[src/rtl/timer_pkg.sv]
// timer_pkg: shared constants for the timer sequencer.
//   - default APB register addresses of the 8-bit timer (TDR/TCR/TSR)
//   - TCR / TSR bit positions
//   - sequencer FSM state encoding
package timer_pkg;

   localparam logic [7:0] DEF_ADDR_TDR = 8'h00;
   localparam logic [7:0] DEF_ADDR_TCR = 8'h01;
   localparam logic [7:0] DEF_ADDR_TSR = 8'h02;

   // TCR fields
   localparam int TCR_LOAD     = 7;
   localparam int TCR_DOWN     = 5;
   localparam int TCR_EN       = 4;
   localparam int TCR_CKS_MSB  = 1;
   localparam int TCR_CKS_LSB  = 0;

   // TSR flags
   localparam int TSR_OVF = 0;
   localparam int TSR_UDF = 1;

   typedef enum logic [3:0] {
      ST_IDLE,
      ST_RD_TSR,
      ST_CLR_TSR,
      ST_WR_TDR,
      ST_LOAD,
      ST_RUN,
      ST_GAP,
      ST_POLL,
      ST_EVT,
      ST_ACK,
      ST_HALT
   } seq_state_e;

endpackage

[src/rtl/timer_sequencer_if.sv]
// timer_sequencer_if: APB bus between the sequencer (master) and the
// timer register block (slave).
//   paddr/pwdata/pwrite/psel/penable : master -> slave
//   prdata/pready/pslverr            : slave  -> master
interface timer_sequencer_if;
   logic [7:0] paddr;
   logic [7:0] pwdata;
   logic       pwrite;
   logic       psel;
   logic       penable;
   logic [7:0] prdata;
   logic       pready;
   logic       pslverr;

   modport master (
      output paddr, pwdata, pwrite, psel, penable,
      input  prdata, pready, pslverr
   );

   modport slave (
      input  paddr, pwdata, pwrite, psel, penable,
      output prdata, pready, pslverr
   );
endinterface

[src/rtl/apb_master_xfer.sv]
// apb_master_xfer: runs one APB transfer per request.
//   i_req/i_wr/i_addr/i_wdata : transfer request (level, sampled when idle)
//   o_done                    : one-cycle pulse after the transfer completes
//   o_rdata/o_slverr          : read data and error, valid with o_done
//   o_p* / i_p*               : registered APB master signals
module apb_master_xfer (
   input  logic       pclk,
   input  logic       preset,
   input  logic       i_req,
   input  logic       i_wr,
   input  logic [7:0] i_addr,
   input  logic [7:0] i_wdata,
   output logic       o_done,
   output logic [7:0] o_rdata,
   output logic       o_slverr,
   output logic       o_psel,
   output logic       o_penable,
   output logic       o_pwrite,
   output logic [7:0] o_paddr,
   output logic [7:0] o_pwdata,
   input  logic [7:0] i_prdata,
   input  logic       i_pready,
   input  logic       i_pslverr
);

   always_ff @(posedge pclk) begin
      if (preset) begin
         o_psel    <= 1'b0;
         o_penable <= 1'b0;
         o_pwrite  <= 1'b0;
         o_paddr   <= 8'h00;
         o_pwdata  <= 8'h00;
         o_done    <= 1'b0;
         o_rdata   <= 8'h00;
         o_slverr  <= 1'b0;
      end else begin
         o_done <= 1'b0;
         if (!o_psel) begin
            // The requester still holds i_req during the done cycle while it
            // moves on; ignoring it then avoids repeating the finished transfer.
            if (i_req && !o_done) begin
               o_psel   <= 1'b1;
               o_pwrite <= i_wr;
               o_paddr  <= i_addr;
               o_pwdata <= i_wdata;
            end
         end else if (!o_penable) begin
            o_penable <= 1'b1;
         end else if (i_pready) begin
            o_psel    <= 1'b0;
            o_penable <= 1'b0;
            o_pwrite  <= 1'b0;
            o_paddr   <= 8'h00;
            o_pwdata  <= 8'h00;
            o_done    <= 1'b1;
            o_rdata   <= i_prdata;
            o_slverr  <= i_pslverr;
         end
      end
   end

endmodule

[src/rtl/timer_sequencer.sv]
// timer_sequencer: programs and runs the 8-bit timer over APB.
//   pclk/preset          : clock, synchronous active-high reset
//   cmd_*                : start command (valid/ready handshake, latched)
//   stop_req             : level request to halt the timer
//   apb                  : APB master port
//   evt_pulse/evt_udf    : one pulse per detected overflow/underflow
//   busy/err             : activity and sticky bus-error status
module timer_sequencer
   import timer_pkg::*;
#(
   parameter int         POLL_GAP = 16,
   parameter logic [7:0] ADDR_TDR = DEF_ADDR_TDR,
   parameter logic [7:0] ADDR_TCR = DEF_ADDR_TCR,
   parameter logic [7:0] ADDR_TSR = DEF_ADDR_TSR
) (
   input  logic               pclk,
   input  logic               preset,
   input  logic               cmd_valid,
   output logic               cmd_ready,
   input  logic [7:0]         cmd_reload,
   input  logic               cmd_down,
   input  logic [1:0]         cmd_cks,
   input  logic               cmd_periodic,
   input  logic               stop_req,
   timer_sequencer_if.master  apb,
   output logic               evt_pulse,
   output logic               evt_udf,
   output logic               busy,
   output logic               err
);

   localparam logic [7:0] GAP_LAST = 8'(POLL_GAP - 1);

   seq_state_e r_state;
   logic [7:0] r_reload;
   logic       r_down;
   logic [1:0] r_cks;
   logic       r_periodic;
   logic [7:0] r_gap_cnt;
   logic       r_cmd_ready, r_busy, r_evt_pulse, r_evt_udf, r_err;

   logic       w_req, w_wr, w_done, w_slverr, w_hit;
   logic [7:0] w_addr, w_wdata, w_rdata;

   assign cmd_ready = r_cmd_ready;
   assign busy      = r_busy;
   assign evt_pulse = r_evt_pulse;
   assign evt_udf   = r_evt_udf;
   assign err       = r_err;

   // Transfer request decoded from the state; GAP/EVT/IDLE issue nothing.
   always_comb begin
      w_req   = 1'b0;
      w_wr    = 1'b0;
      w_addr  = ADDR_TSR;
      w_wdata = 8'h00;
      case (r_state)
         ST_RD_TSR, ST_POLL: w_req = 1'b1;
         ST_CLR_TSR, ST_ACK: begin
            w_req = 1'b1;
            w_wr  = 1'b1;
         end
         ST_WR_TDR: begin
            w_req   = 1'b1;
            w_wr    = 1'b1;
            w_addr  = ADDR_TDR;
            w_wdata = r_reload;
         end
         ST_LOAD: begin
            w_req             = 1'b1;
            w_wr              = 1'b1;
            w_addr            = ADDR_TCR;
            w_wdata[TCR_LOAD] = 1'b1;
         end
         ST_RUN: begin
            w_req                              = 1'b1;
            w_wr                               = 1'b1;
            w_addr                             = ADDR_TCR;
            w_wdata[TCR_DOWN]                  = r_down;
            w_wdata[TCR_EN]                    = 1'b1;
            w_wdata[TCR_CKS_MSB:TCR_CKS_LSB]   = r_cks;
         end
         ST_HALT: begin
            w_req  = 1'b1;
            w_wr   = 1'b1;
            w_addr = ADDR_TCR;
         end
         default: ;
      endcase
   end

   // Only the flag matching the count direction counts as an event.
   assign w_hit = r_down ? w_rdata[TSR_UDF] : w_rdata[TSR_OVF];

   apb_master_xfer u_xfer (
      .pclk      (pclk),
      .preset    (preset),
      .i_req     (w_req),
      .i_wr      (w_wr),
      .i_addr    (w_addr),
      .i_wdata   (w_wdata),
      .o_done    (w_done),
      .o_rdata   (w_rdata),
      .o_slverr  (w_slverr),
      .o_psel    (apb.psel),
      .o_penable (apb.penable),
      .o_pwrite  (apb.pwrite),
      .o_paddr   (apb.paddr),
      .o_pwdata  (apb.pwdata),
      .i_prdata  (apb.prdata),
      .i_pready  (apb.pready),
      .i_pslverr (apb.pslverr)
   );

   always_ff @(posedge pclk) begin
      if (preset) begin
         r_state     <= ST_IDLE;
         r_reload    <= 8'h00;
         r_down      <= 1'b0;
         r_cks       <= 2'b00;
         r_periodic  <= 1'b0;
         r_gap_cnt   <= 8'h00;
         r_cmd_ready <= 1'b1;
         r_busy      <= 1'b0;
         r_evt_pulse <= 1'b0;
         r_evt_udf   <= 1'b0;
         r_err       <= 1'b0;
      end else begin
         r_evt_pulse <= 1'b0;
         case (r_state)
            ST_IDLE: begin
               if (cmd_valid) begin
                  r_reload    <= cmd_reload;
                  r_down      <= cmd_down;
                  r_cks       <= cmd_cks;
                  r_periodic  <= cmd_periodic;
                  r_err       <= 1'b0;
                  r_cmd_ready <= 1'b0;
                  r_busy      <= 1'b1;
                  r_state     <= ST_RD_TSR;
               end
            end
            ST_GAP: begin
               if (stop_req) begin
                  r_state <= ST_HALT;
               end else if (r_gap_cnt == GAP_LAST) begin
                  r_gap_cnt <= 8'h00;
                  r_state   <= ST_POLL;
               end else begin
                  r_gap_cnt <= r_gap_cnt + 8'h01;
               end
            end
            ST_EVT: r_state <= stop_req ? ST_HALT : ST_ACK;
            default: begin
               // Every other state owns one transfer; decide only once it ends.
               if (w_done) begin
                  if (w_slverr) r_err <= 1'b1;
                  if (r_state == ST_HALT) begin
                     // A failed HALT write still ends the run.
                     r_state     <= ST_IDLE;
                     r_cmd_ready <= 1'b1;
                     r_busy      <= 1'b0;
                  end else if (w_slverr || stop_req) begin
                     r_state <= ST_HALT;
                  end else begin
                     case (r_state)
                        ST_RD_TSR:  r_state <= (w_rdata != 8'h00) ? ST_CLR_TSR : ST_WR_TDR;
                        ST_CLR_TSR: r_state <= ST_WR_TDR;
                        ST_WR_TDR:  r_state <= ST_LOAD;
                        ST_LOAD:    r_state <= ST_RUN;
                        ST_RUN: begin
                           r_gap_cnt <= 8'h00;
                           r_state   <= ST_GAP;
                        end
                        ST_POLL: begin
                           if (w_hit) begin
                              r_evt_pulse <= 1'b1;
                              r_evt_udf   <= r_down;
                              r_state     <= ST_EVT;
                           end else begin
                              r_gap_cnt <= 8'h00;
                              r_state   <= ST_GAP;
                           end
                        end
                        ST_ACK:  r_state <= r_periodic ? ST_LOAD : ST_HALT;
                        default: r_state <= ST_HALT;
                     endcase
                  end
               end
            end
         endcase
      end
   end

endmodule

[src/flat_wrapper.sv]
// flat-port wrapper written by rule: the top's interface ports become plain ports
module timer_sequencer_flat import timer_pkg::*;
#(
   parameter int         POLL_GAP = 16,
   parameter logic [7:0] ADDR_TDR = DEF_ADDR_TDR,
   parameter logic [7:0] ADDR_TCR = DEF_ADDR_TCR,
   parameter logic [7:0] ADDR_TSR = DEF_ADDR_TSR
)
  (pclk, preset, cmd_valid, cmd_ready, cmd_reload, cmd_down, cmd_cks, cmd_periodic, stop_req, evt_pulse, evt_udf, busy, err, apb_paddr, apb_pwdata, apb_pwrite, apb_psel, apb_penable, apb_prdata, apb_pready, apb_pslverr);
  timer_sequencer_if apb_i ();
  input  logic pclk;
  input  logic preset;
  input  logic cmd_valid;
  output logic cmd_ready;
  input  logic [7:0] cmd_reload;
  input  logic cmd_down;
  input  logic [1:0] cmd_cks;
  input  logic cmd_periodic;
  input  logic stop_req;
  output logic evt_pulse;
  output logic evt_udf;
  output logic busy;
  output logic err;
  output wire logic [$bits(apb_i.paddr)-1:0] apb_paddr;
  output wire logic [$bits(apb_i.pwdata)-1:0] apb_pwdata;
  output wire logic [$bits(apb_i.pwrite)-1:0] apb_pwrite;
  output wire logic [$bits(apb_i.psel)-1:0] apb_psel;
  output wire logic [$bits(apb_i.penable)-1:0] apb_penable;
  input wire logic [$bits(apb_i.prdata)-1:0] apb_prdata;
  input wire logic [$bits(apb_i.pready)-1:0] apb_pready;
  input wire logic [$bits(apb_i.pslverr)-1:0] apb_pslverr;
  assign apb_paddr = apb_i.paddr;
  assign apb_pwdata = apb_i.pwdata;
  assign apb_pwrite = apb_i.pwrite;
  assign apb_psel = apb_i.psel;
  assign apb_penable = apb_i.penable;
  assign apb_i.prdata = apb_prdata;
  assign apb_i.pready = apb_pready;
  assign apb_i.pslverr = apb_pslverr;
  timer_sequencer #(.POLL_GAP(POLL_GAP), .ADDR_TDR(ADDR_TDR), .ADDR_TCR(ADDR_TCR), .ADDR_TSR(ADDR_TSR)) u_core (.pclk(pclk), .preset(preset), .cmd_valid(cmd_valid), .cmd_ready(cmd_ready), .cmd_reload(cmd_reload), .cmd_down(cmd_down), .cmd_cks(cmd_cks), .cmd_periodic(cmd_periodic), .stop_req(stop_req), .apb(apb_i), .evt_pulse(evt_pulse), .evt_udf(evt_udf), .busy(busy), .err(err));
endmodule
[config.mk]
export PLATFORM = sky130hd
export DESIGN_NAME = timer_sequencer_flat
export DESIGN_NICKNAME = d
export VERILOG_FILES = /design/src/rtl/timer_pkg.sv /design/src/rtl/timer_sequencer_if.sv /design/src/rtl/apb_master_xfer.sv /design/src/rtl/timer_sequencer.sv /design/src/flat_wrapper.sv
export SDC_FILE = /design/constraint.sdc
export NUM_CORES = 1
export LEC_CHECK = 0
export CORE_MARGIN = 8
export CORE_UTILIZATION = 35
export CTS_CLUSTER_SIZE = 30
export DETAILED_ROUTE_END_ITERATION = 6
export PLACE_DENSITY_LB_ADDON = 0.15
export SYNTH_ARGS = -nofsm -noshare
export SYNTH_HDL_FRONTEND = slang
export SYNTH_SLANG_ARGS = --single-unit
[constraint.sdc]
create_clock -name pclk -period 2.7 [get_ports pclk]
set_input_delay 0.54 -clock pclk [delete_from_list [all_inputs] [get_ports pclk]]
set_output_delay 0.54 -clock pclk [all_outputs]
set_load 0.02 [all_outputs]
==> flow_summary.ini, run 1 <==
[die]
start_util_pct = 36.16
rows = 31
fp.dieArea_um2 = 10520
die_w_um = 102.6
core_area_um2 = 7253
num_io_pins = 50
fp.dieH_um = 102.6

[critical_path]
required_ns = 2.93
rr_worst_depth = 4
crit_chain = nand4bb_2 -> a211oi_2 -> a41oi_1 -> a311oi_1
reg2reg_slack_ns = 0.49
timing.rr.start = u_core.r_state[1]$_SDFFE_PP0P_
r2r_end = u_core.r_gap_cnt[7]$_SDFFE_PP0P_
arrival_ns = 2.44
cp-endpoint = u_core.r_gap_cnt[7]$_SDFFE_PP0P_
cp_max_fo = 22
worst-setup-path-type = register to register
cp-end-kind = register
max_stage_delay_ns = 0.80
cpMaxStageDelayCell = dfxtp_1
crit_start = u_core.r_state[1]$_SDFFE_PP0P_
startpoint_type = register

[detailed_routing]
viasPerCell = 5.212
drt-total-wl_um = 6783
route.detailed.drc = 0
drtIter0Drc = 243
firstDrtPassIters = 4
antenna_left = 0
post_drt_wl_per_cell_um = 14.65
vias = 2413

[timing]
drv_slew = 0
rsz0062_at_grt = false
slew-limit-headroom_pct = 51.24
setup_viol = 0
max_slew.worst_pin.slew_ns = 0.7304
timing.hold.ws_ns = 0.4564
min_period_ns = 2.211
max_clock_freq_mhz = 452.2
post-route-period-util_pct = 81.90
finalSetupTns_ns = 0
fin_skew_ns = 0.01702
hold_viol = 0

[clocking]
cts_root_buf = clkbuf_8
cts_resized = 0
path_clk_slew_ns = 0.10
hold_buffers = 0
cts_tree = built
clockBufferDepth = 2
cts_setup_buffers = 0
clock-sinks = 52
cts-buffers-inserted = 5
clk_latency_ns = 0.31
cts_max_level = 2

[cells_and_area]
insertedDiodeCount = 0
layout-drive-gt1-share_pct = 7.967
multi_input_area_um2 = 1421
seq_area_um2 = 1041
nFillCells = 752
instances_no_fill = 463
nNetsFinal = 390
area_growth_pct = 23.09
fin_area_um2 = 3228

[yosys]
ys_ff_latch = 52
ys.flop_type = dfxtp_1
synth_warnings = 0
synth_top_area_cell = dfxtp_1
syn_avg_cell_area_um2 = 7.995
synth_area_leaders = dfxtp_1 40%, a21oi_1 8.0%, nand2_1 7.3%, nor2_1 3.3%, nand3_1 2.7%
syn_area_um2 = 2623
yosysUniqueCellTypes = 56
synth_top_area_share_pct = 39.69
syn_inst = 328
async_flop_share_pct = 0
seq_area_frac_synth_pct = 39.69
synth-edff-count = 0

[run_status]
status = completed

[global_routing]
grt_max_degree = 33
grt_pass1_wl_um = 11330
busiest_layer = met2
grt_antenna_before_repair = 0
grtUsageMet2_pct = 20.58
grt_use_met3_pct = 3.174
grt_util_met1_pct = 17.95
grt.overflow.total = 0
first_global_vias = 2326
track_usage_pct = 13.43

[power]
p_leak_nw = 1.137
finalPower_mw = 2.770
ir_drop_mv = 0.3642
power_density_nw_per_um2 = 857.9

[hold_path]
hold_class = register to register

[place]
gp_congestion = 0.8806
place_inst = 455
io_buffers = 43
hpwl_um = 4897
dpl_cell_area_um2 = 3113

[job]
maxCapViolations = 0
## power by group
group,switching (mW),internal (mW)
Sequential,0.177,0.884
Clock,0.272,0.281
Combinational,0.648,0.508
## sequential cells by signal, indices dropped and copies added, names as in the netlist, 2 cells and up
signal,cells
u_core.r_gap_cnt,8
u_core.r_reload,8
u_core.u_xfer.o_pwdata,8
u_core.u_xfer.o_rdata,8
u_core.r_state,4
u_core.r_cks,2
u_core.u_xfer.o_paddr,2
## synth_stat cells (4+ instances only)
cell type / number
a311oi_1: 6
and3_1: 7
dfxtp_1: 52
o21a_1: 4
inv_1: 5
nand2_1: 51
o22ai_1: 4
a21oi_1: 42
nand3_1: 14
buf_4: 7
o211ai_1: 5
buf_2: 8
o21ai_0: 11
clkbuf_1: 15
nor3_1: 12
nor2_1: 23
nand2b_1: 7
## critical path, delay by kind of cell (launching register included)
family,cells,cell delay [ns]
simple gates,1,0.31
flops,1,0.80
compound gates,3,1.03
## kinds of logic (layout without fill, tap and decap cells)
| group | Yosys count | count (layout) | share of synthesized area [%] |
|---|---|---|---|
| compound gates | 97 | 97 | 25.19 |
| xor+xnor | 1 | 1 | 0.3340 |
| fa+ha+maj | 1 | 1 | 0.4770 |
| buf+inv | 36 | 67 | 6.822 |
| flops | 52 | 52 | 39.69 |
| mux | 3 | 3 | 1.145 |
| other cells | 1 | 6 | 0.1430 |
| simple gates | 137 | 137 | 26.19 |
## metal layers
layer / up-vias / wire length, µm
li1: 1240 / -
met4: 0 / 97
met2: 61 / 3062
met1: 1100 / 3262
met5: - / 0
met3: 12 / 360
## layout make-up
type                            instances  area share, %
Timing Repair Buffer                   54          15.74
Inverter                                5         0.5814
Multi-Input combinational cell        245          44.03
Tap cell                               99          3.837
Clock inverter                          3          1.434
Clock buffer                            5          2.132
Sequential cell                        52          32.25
## how the worst min path moves through the flow
stage | to | from | slack [ns] | cells after the start
after CTS | u_core.u_xfer.o_rdata[7]$_SDFFE_PP0P_ | u_core.u_xfer.o_rdata[7]$_SDFFE_PP0P_ | 0.46 | 2
final | u_core.u_xfer.o_rdata[5]$_SDFFE_PP0P_ | u_core.u_xfer.o_rdata[5]$_SDFFE_PP0P_ | 0.46 | 2
after floorplan | u_core.u_xfer.o_rdata[7]$_SDFFE_PP0P_ | u_core.u_xfer.o_rdata[7]$_SDFFE_PP0P_ | 0.43 | 2
after global placement | u_core.u_xfer.o_rdata[7]$_SDFFE_PP0P_ | u_core.u_xfer.o_rdata[7]$_SDFFE_PP0P_ | 0.44 | 2
after global routing | u_core.r_reload[4]$_SDFFE_PP0P_ | u_core.r_reload[4]$_SDFFE_PP0P_ | 0.47 | 2
after detailed placement | u_core.u_xfer.o_rdata[7]$_SDFFE_PP0P_ | u_core.u_xfer.o_rdata[7]$_SDFFE_PP0P_ | 0.45 | 2
## placed cells by master, fill, tap and decap left out, drive strengths merged, types with 2 or more instances in the layout
cell	n
conb	6
nand3b	2
o211ai	5
o22ai	4
nand2b	7
a311oi	6
o21ai	12
nor3	13
nand3	14
and3	7
a21oi	43
nor2b	3
mux2i	3
a222oi	3
a211oi	5
a211o	2
dfxtp	52
nand2	51
nor4	2
o21a	4
a41oi	2
clkdlybuf4s50	42
inv	6
or2	2
nor3b	2
clkbuf	5
nand4b	3
buf	12
a221oi	3
nor2	23
## through the flow
stage	utilization [%]	worst slack (ns)
3_5_place_dp	42.92	0.3568
3_3_place_gp	42.92	0.4148
4_1_cts	44.51	0.5110
2_1_floorplan	-	0.8556
5_1_grt	44.51	0.2581
6_report	44.51	0.4888
No activity file was read; power rests on OpenSTA's default activity.
==> run 2: changes to the inputs <==
==> constraint.sdc (replaced) <==
create_clock -name pclk -period 2.31 [get_ports pclk]
set_input_delay 0.462 -clock pclk [delete_from_list [all_inputs] [get_ports pclk]]
set_output_delay 0.462 -clock pclk [all_outputs]
set_load 0.02 [all_outputs]
==> run 2 against run 1 <==
Count of clock-buffer cells in the layout grew 1. Sequential power grew 14%. Global-route usage grew 0.42 points. Largest cell class unchanged. Critical path depth grew 2. Sequential cell count is the same. Setup slack lost 0.20 ns. Die area is the same.
==> flow_summary.ini, run 2 (synthesis results as in run 1) <==
[cells_and_area]
insertedDiodeCount = 0
final_common_cell = dfxtp_1
final_cell_mix = 52 x dfxtp_1, 51 x nand2_1, 42 x a21oi_1, 42 x clkdlybuf4s50_1, 23 x nor2_1
layout-drive-gt1-share_pct = 8.696
instances_no_fill = 467
nNetsFinal = 394
fin_area_um2 = 3246
area_growth_pct = 23.76

[power]
ir_drop_mv = 0.4743
power_density_nw_per_um2 = 973.4
finalPower_mw = 3.159
p_leak_nw = 1.147

[clocking]
clk_latency_ns = 0.31
cts_root_buf = clkbuf_8
hold_buffers = 0
cts_resized = 0
cts_max_level = 2
path_clk_slew_ns = 0.10
cts-buffers-inserted = 5
cts_tree = built
clock-sinks = 52
clockBufferDepth = 2
cts_setup_buffers = 0

[timing]
finalSetupTns_ns = 0
slew-limit-headroom_pct = 55.11
max_clock_freq_mhz = 494.5
hold_viol = 0
rsz0062_at_grt = false
drv_slew = 0
max_slew.worst_pin.slew_ns = 0.6724
min_period_ns = 2.022
fin_ws_ns = 0.2879
fin_skew_ns = 0.01426
setup_viol = 0
post-route-period-util_pct = 87.54

[die]
core_area_um2 = 7253
rows = 31
fp.dieH_um = 102.6
start_util_pct = 36.16
die_w_um = 102.6
num_io_pins = 50
fp.dieArea_um2 = 10520

[critical_path]
path_buf_inv = 1
cpLargestDelayFamily = flip-flops
max_stage_delay_ns = 0.77
cpMaxStageDelayCell = dfxtp_1
r2r_end = u_core.u_xfer.o_paddr[0]$_SDFFE_PP0P_
required_ns = 2.55
arrival_ns = 2.26
crit_chain = and2b_1 -> o21a_1 -> o21ai_1 -> buf_4 -> or3_1 -> a21oi_1
reg2reg_slack_ns = 0.29
startpoint_type = register
worst-setup-path-type = register to register
cp_max_fo = 18
cp-end-kind = register
rr_worst_depth = 6
timing.rr.start = u_core.r_state[0]$_SDFFE_PP0P_

[detailed_routing]
route.detailed.drc = 0
antenna_left = 0
firstDrtPassIters = 4
vias = 2472
drtIter0Drc = 128
post_drt_wl_per_cell_um = 14.81
drt-total-wl_um = 6916
viasPerCell = 5.293

[place]
hpwl_um = 5130
place_inst = 459
pre_cts_ws_ns = 0.1120
dpl_cell_area_um2 = 3156
gp_congestion = 0.9637
io_buffers = 43

[hold_path]
hold_path_end = u_core.u_xfer.o_rdata[4]$_SDFFE_PP0P_
hold_class = register to register
hold_path_depth = 2
min_from = u_core.u_xfer.o_rdata[4]$_SDFFE_PP0P_

[global_routing]
grt_util_met1_pct = 17.37
grt_pass1_wl_um = 11760
track_usage_pct = 13.85
grt_max_degree = 54
first_global_vias = 2435
grt_antenna_before_repair = 0
busiest_layer = met2
grt.overflow.total = 0
grt_use_met3_pct = 3.714
grtUsageMet2_pct = 22.48

[job]
maxCapViolations = 0

[run_status]
status = completed
-- run 2: worst max path at each step --
stage / start / end / slack, ns / cells past startpoint
4_1_cts: u_core.r_state[0]$_SDFFE_PP0P_ / u_core.u_xfer.o_paddr[0]$_SDFFE_PP0P_ / 0.30 / 6
6_report: u_core.r_state[0]$_SDFFE_PP0P_ / u_core.u_xfer.o_paddr[0]$_SDFFE_PP0P_ / 0.29 / 6
3_5_place_dp: stop_req / u_core.r_state[2]$_SDFFE_PP0P_ / 0.11 / 7
2_1_floorplan: stop_req / u_core.r_gap_cnt[1]$_SDFFE_PP0P_ / 0.54 / 6
3_3_place_gp: stop_req / u_core.r_state[2]$_SDFFE_PP0P_ / 0.06 / 7
5_1_grt: u_core.r_state[0]$_SDFFE_PP0P_ / u_core.u_xfer.o_pwdata[5]$_SDFFE_PP0P_ / 0.13 / 6
-- run 2: layer usage --
metal | up-vias | share of wire (%) | wire length [µm]
met5 | - | 0 | 0
li1 | 1247 | - | -
met4 | 0 | 1.9 | 129
met1 | 1156 | 46 | 3173
met3 | 11 | 5.1 | 350
met2 | 58 | 47 | 3262
-- run 2: through the flow --
step	hold WS [ns]	util [%]
floorplan	0.4311	-
global placement	0.4411	43.51
detailed placement	0.4443	43.51
CTS	0.4593	44.75
global route	0.4827	44.75
finish	0.4576	44.75
-- run 2: final cells by class --
cell class	count	area, µm²
Clock buffer	6	72.57
Clock inverter	2	17.52
Fill cell	756	4008
Inverter	5	18.77
Multi-Input combinational cell	245	1421
Sequential cell	52	1041
Tap cell	99	123.9
Timing Repair Buffer	58	550.5
-- run 2: worst reg2reg max path, stage by stage (launching register included) --
cell and delay, ns:
dfxtp_1 0.77, and2b_1 0.30, o21a_1 0.15, o21ai_1 0.06, buf_4 0.19, or3_1 0.35, a21oi_1 0.14
-- run 2: power by group --
group	leakage, nW	switching, mW	internal (mW)
combinational	0.677	0.801	0.614
clock	0.0462	0.316	0.223
sequential	0.423	0.173	1.03
==> variant 1 (settings of run 1) <==
Encoding of `seq_state_e`: now one-hot (11 bits for 11 states).
--- a/src/rtl/timer_pkg.sv
+++ b/src/rtl/timer_pkg.sv
@@ -19,18 +19,18 @@
    localparam int TSR_OVF = 0;
    localparam int TSR_UDF = 1;
 
-   typedef enum logic [3:0] {
-      ST_IDLE,
-      ST_RD_TSR,
-      ST_CLR_TSR,
-      ST_WR_TDR,
-      ST_LOAD,
-      ST_RUN,
-      ST_GAP,
-      ST_POLL,
-      ST_EVT,
-      ST_ACK,
-      ST_HALT
+   typedef enum logic [10:0] {
+      ST_IDLE    = 11'b00000000001,
+      ST_RD_TSR  = 11'b00000000010,
+      ST_CLR_TSR = 11'b00000000100,
+      ST_WR_TDR  = 11'b00000001000,
+      ST_LOAD    = 11'b00000010000,
+      ST_RUN     = 11'b00000100000,
+      ST_GAP     = 11'b00001000000,
+      ST_POLL    = 11'b00010000000,
+      ST_EVT     = 11'b00100000000,
+      ST_ACK     = 11'b01000000000,
+      ST_HALT    = 11'b10000000000
    } seq_state_e;
 
 endpackage
Check against the original RTL: same outputs for any inputs over 10 cycles, from zero or initial values and one cycle with preset high; not proved beyond that.
==> variant 1 against run 1 <==
Clock power up 67%; power is 5.3% higher; design area increased by 14%; sequential cell count is 7 higher; worst setup slack got worse by 310 ps; combinational power decreased by 21%; synthesized area grew 7.9%; synthesized cell count is 9.1% higher; routed wire length grew 16%; largest power group is now sequential cells.
==> variant 1: results (changes against run 1) <==
Clock transition at path regs = 80 ps (was 100 ps)
leak pwr = 1.38 nW (was 1.14 nW)
Cells after Synth = 358 (was 328)
slowest stage delay, CP = 530 ps (was 800 ps)
top cells by count, synth = 64 x nand2_1, 59 x dfxtp_1, 38 x a21oi_1 (was 52 x dfxtp_1, 51 x nand2_1, 42 x a21oi_1)
HPWL Detailed = 5.76 mm (was 4.90 mm)
Cell Count, Final, Fillers Out = 524 (was 463)
DRT Pass-1 Iters = 5 (was 4)
Routability Congestion = 0.895 (was 0.881)
Crit path arrival time = 2760 ps (was 2440 ps)
core area = 0.00777 mm² (was 0.00725 mm²)
top cells by area, synth = dfxtp_1 42%, nand2_1 8.5%, a21oi_1 6.7% (was dfxtp_1 40%, a21oi_1 8.0%, nand2_1 7.3%)
worst hold path startpoint = u_core.cmd_ready (was u_core.u_xfer.o_rdata[5])
Total GRT Usage = 14.3% (was 13.4%)
maximum vdd drop = 0.349 mV (was 0.364 mV)
Avg Vias per Cell = 5.25 (was 5.21)
Setup WS pre-CTS = 255 ps (was 357 ps)
Cell Area, Placed = 0.00346 mm² (was 0.00311 mm²)
worst slew pin tran = 780 ps (was 730 ps)
First DRT Iteration DRCs = 223 (was 243)
vias in the first global route = 2687 (was 2326)
first-pass GRT wire length = 13.0 mm (was 11.3 mm)
H-tree depth = 3 (was 2)
status = completed (unchanged)
nets@finish = 444 (was 390)
-- variant 1: worst min-delay path, stage by stage (launching register included) --
cell and delay, ps:
dfxtp_1 310, nand2_1 50, nand2_1 40
-- variant 1: metal layers --
layer	wire (µm)	up-vias	global-route usage [%]
met2	3670	61	22.5
met4	145	0	7.14
met3	398	12	3.68
met1	3640	1296	17.7
met5	0	-	0
li1	-	1382	-
-- variant 1: cells by family (layout without fill, tap and decap cells) --
| group | Yosys count | in the layout | share of synthesized area (%) |
|---|---|---|---|
| DFF | 59 | 59 | 41.8 |
| and+or+nand+nor | 171 | 171 | 30.7 |
| muxes | 5 | 5 | 1.77 |
| buffers and inverters | 37 | 96 | 6.41 |
| adders and majority gates | 1 | 1 | 0.442 |
| other | 1 | 6 | 0.133 |
| xor gates and xnor gates | 4 | 4 | 1.24 |
| AOI/OAI and AO/OA | 80 | 80 | 17.5 |
-- variant 1: final cells by class --
type | instances | area, µm² | share of cell area [%]
multi-input cells | 267 | 1490 | 40.3
flip-flops and latches | 59 | 1180 | 32.0
repair buffers | 70 | 628 | 17.0
clock buffers | 12 | 155 | 4.21
well taps | 102 | 128 | 3.46
clock inverters | 4 | 72.6 | 1.97
inverters | 10 | 37.5 | 1.02
-- variant 1: worst paths after layout --
kind | to | slack, ps | depth (start not counted)
max | u_core.u_xfer.o_pwdata[1] | 180 | 8
max reg2reg | u_core.u_xfer.o_pwdata[1] | 180 | 8
min | u_core.cmd_ready | 450 | 2
min reg2reg | u_core.cmd_ready | 450 | 2
-- variant 1: power breakdown --
group / switching, mW / internal (mW) / total, mW
Clock: 0.357 / 0.569 / 0.926
Combinational: 0.521 / 0.393 / 0.914
Sequential: 0.0984 / 0.978 / 1.08
==> variant 2 (flow settings as in run 1) <==
Made on the original files. `POLL_GAP` is set to 16 in 2 places; all go to 15.
--- a/src/rtl/timer_sequencer.sv
+++ b/src/rtl/timer_sequencer.sv
@@ -8,7 +8,7 @@
 module timer_sequencer
    import timer_pkg::*;
 #(
-   parameter int         POLL_GAP = 16,
+   parameter int         POLL_GAP = 15,
    parameter logic [7:0] ADDR_TDR = DEF_ADDR_TDR,
    parameter logic [7:0] ADDR_TCR = DEF_ADDR_TCR,
    parameter logic [7:0] ADDR_TSR = DEF_ADDR_TSR
--- a/src/flat_wrapper.sv
+++ b/src/flat_wrapper.sv
@@ -1,7 +1,7 @@
 // flat-port wrapper written by rule: the top's interface ports become plain ports
 module timer_sequencer_flat import timer_pkg::*;
 #(
-   parameter int         POLL_GAP = 16,
+   parameter int         POLL_GAP = 15,
    parameter logic [7:0] ADDR_TDR = DEF_ADDR_TDR,
    parameter logic [7:0] ADDR_TCR = DEF_ADDR_TCR,
    parameter logic [7:0] ADDR_TSR = DEF_ADDR_TSR
Check against the original RTL: same outputs for any inputs over 10 cycles, from zero or initial values and one cycle with preset high; that may be too few to reach the edited logic, so the function may still have changed.
==> variant 2 against run 1 <==
Routed wire length increased by 2.9%; first-iteration DRC count decreased by 17%; synthesized cell count increased by 2.4%; fmax increased by 0.91%; design area increased by 0.50%; worst setup slack improved by 20 ps; sequential cell count unchanged; synthesized area increased by 1.3%; non-clock buffer count decreased by 1; clock skew decreased by 12 ps; power decreased by 5.1%; largest cell class unchanged.
==> variant 2: results (changes against run 1) <==
Distinct cells, synth = 60 (was 56)
layout cells sized above 1 = 8.31% (was 7.97%)
leak pwr = 1.09 nW (was 1.14 nW)
Hold EP = u_core.u_xfer.o_rdata[6] (was u_core.u_xfer.o_rdata[5])
critical path fanouts, max = 14 (was 22)
nets@finish = 400 (was 390)
Routability Congestion = 0.877 (was 0.881)
top cells by area, synth = dfxtp_1 39%, a21oi_1 7.9%, nand2_1 7.8% (was dfxtp_1 40%, a21oi_1 8.0%, nand2_1 7.3%)
skew final = 5.11 ps (was 17.0 ps)
worst hold path startpoint = u_core.u_xfer.o_rdata[6] (was u_core.u_xfer.o_rdata[5])
vias in the first global route = 2342 (was 2326)
Num CTS Buffers = 5 (unchanged)
wirelength, routed = 6.98 mm (was 6.78 mm)
pin count of the biggest net entering global routing = 53 (was 33)
Resized Gates After CTS = 0 (unchanged)
worst hold stages = 2 (unchanged)
status = completed (unchanged)
First DRT Iteration DRCs = 201 (was 243)
post-synthesis sequential area ratio = 39.2% (was 39.7%)
main flop type after synthesis = dfxtp_1 (unchanged)
HPWL Detailed = 5.07 mm (was 4.90 mm)
top cells by count, synth = 55 x nand2_1, 52 x dfxtp_1, 42 x a21oi_1 (was 52 x dfxtp_1, 51 x nand2_1, 42 x a21oi_1)
first-pass GRT wire length = 11.7 mm (was 11.3 mm)
FF-to-FF path depth = 5 (was 4)
clk_lat worst skew = 300 ps
DRT Pass-1 Iters = 4 (unchanged)
Setup WS pre-CTS = 393 ps (was 357 ps)
maximum vdd drop = 0.266 mV (was 0.364 mV)
Avg Vias per Cell = 5.19 (was 5.21)
Rel. slew slack = 35.0% (was 51.2%)
IO Port Bufs = 43 (unchanged)
clock root cell = clkbuf_8 (unchanged)
FF-to-FF End = u_core.u_xfer.o_pwdata[5] (was u_core.r_gap_cnt[7])
R2R Setup Slk = 510 ps (was 490 ps)
Ys Warns = 0 (unchanged)
Total GRT Usage = 13.7% (was 13.4%)
Ant. Diodes = 0 (unchanged)
fillers = 769 (was 752)
==> variant 2: cell count changes after synthesis, sizes merged, moves of 3 or more <==
cell / run 1 / this run
nor2: 23 / 27
o21ai: 12 / 17
o22ai: 4 / 1
nand2: 51 / 55
inv: 5 / 9
a211oi: 5 / 2
==> variant 2: through the flow <==
stage / hold slack [ps] / std cells / util (%) / cell area [µm²]
after global placement: 446 / 464 / 43.3 / 3160
after floorplan: 436 / 341 / - / 2680
after global routing: 483 / 472 / 44.5 / 3240
after CTS: 462 / 472 / 44.5 / 3240
final: 459 / 472 / 44.5 / 3240
after detailed placement: 449 / 464 / 43.3 / 3160
==> variant 2: area by class of cell <==
class                   instances  share of cell area (%)
inverters                       9                    1.04
repair buffers                 53                    16.0
clock inverters                 2                   0.501
multi-input cells             251                    44.4
well taps                      99                    3.82
clock buffers                   6                    2.24
flip-flops and latches         52                    32.1
==> variant 2: power by group <==
part | switching (mW) | total [mW] | internal, mW | leakage, nW
logic | 0.657 | 1.14 | 0.487 | 0.628
clock network | 0.265 | 0.450 | 0.185 | 0.0414
registers | 0.147 | 1.03 | 0.887 | 0.423
==> variant 2: how the worst max path moves through the flow <==
| stage | startpoint | to | slack (ps) | cells after the start |
|---|---|---|---|---|
| floorplan | stop_req | u_core.r_gap_cnt[3] | 950 | 5 |
| global placement | stop_req | u_core.r_gap_cnt[3] | 410 | 6 |
| detailed placement | stop_req | u_core.r_gap_cnt[3] | 390 | 6 |
| CTS | u_core.r_state[1] | u_core.u_xfer.o_pwdata[5] | 510 | 5 |
| global route | u_core.r_state[0] | u_core.u_xfer.o_pwdata[4] | 270 | 6 |
| finish | u_core.r_state[1] | u_core.u_xfer.o_pwdata[5] | 510 | 5 |
==> variant 2: kinds of logic after synthesis <==
kind of cell | after synthesis | share of synthesized area, %
AND/OR/NAND/NOR | 144 | 27.2
AO/OA/AOI/OAI | 96 | 23.9
flip-flops | 52 | 39.2
buffers and inverters | 38 | 7.35
adder cells (fa/ha/maj) | 2 | 0.942
multiplexers | 2 | 0.942
other | 1 | 0.141
XOR/XNOR | 1 | 0.330
==> variant 2: per-layer routing <==
metal	track usage, %	up-vias	wire, µm	share of wire [%]
met2	20.9	54	3120	45
met4	3.34	0	73	1.0
met3	3.11	8	351	5.0
li1	-	1259	-	-
met1	19.0	1128	3440	49
met5	0	-	0	0
==> variant 2: critical path, cell delays in order, from the launching register on <==
cell	delay, ps
dfxtp_1	590
nor2b_1	150
o21a_1	210
o21ai_1	750
a222oi_1	260
nor3_1	160
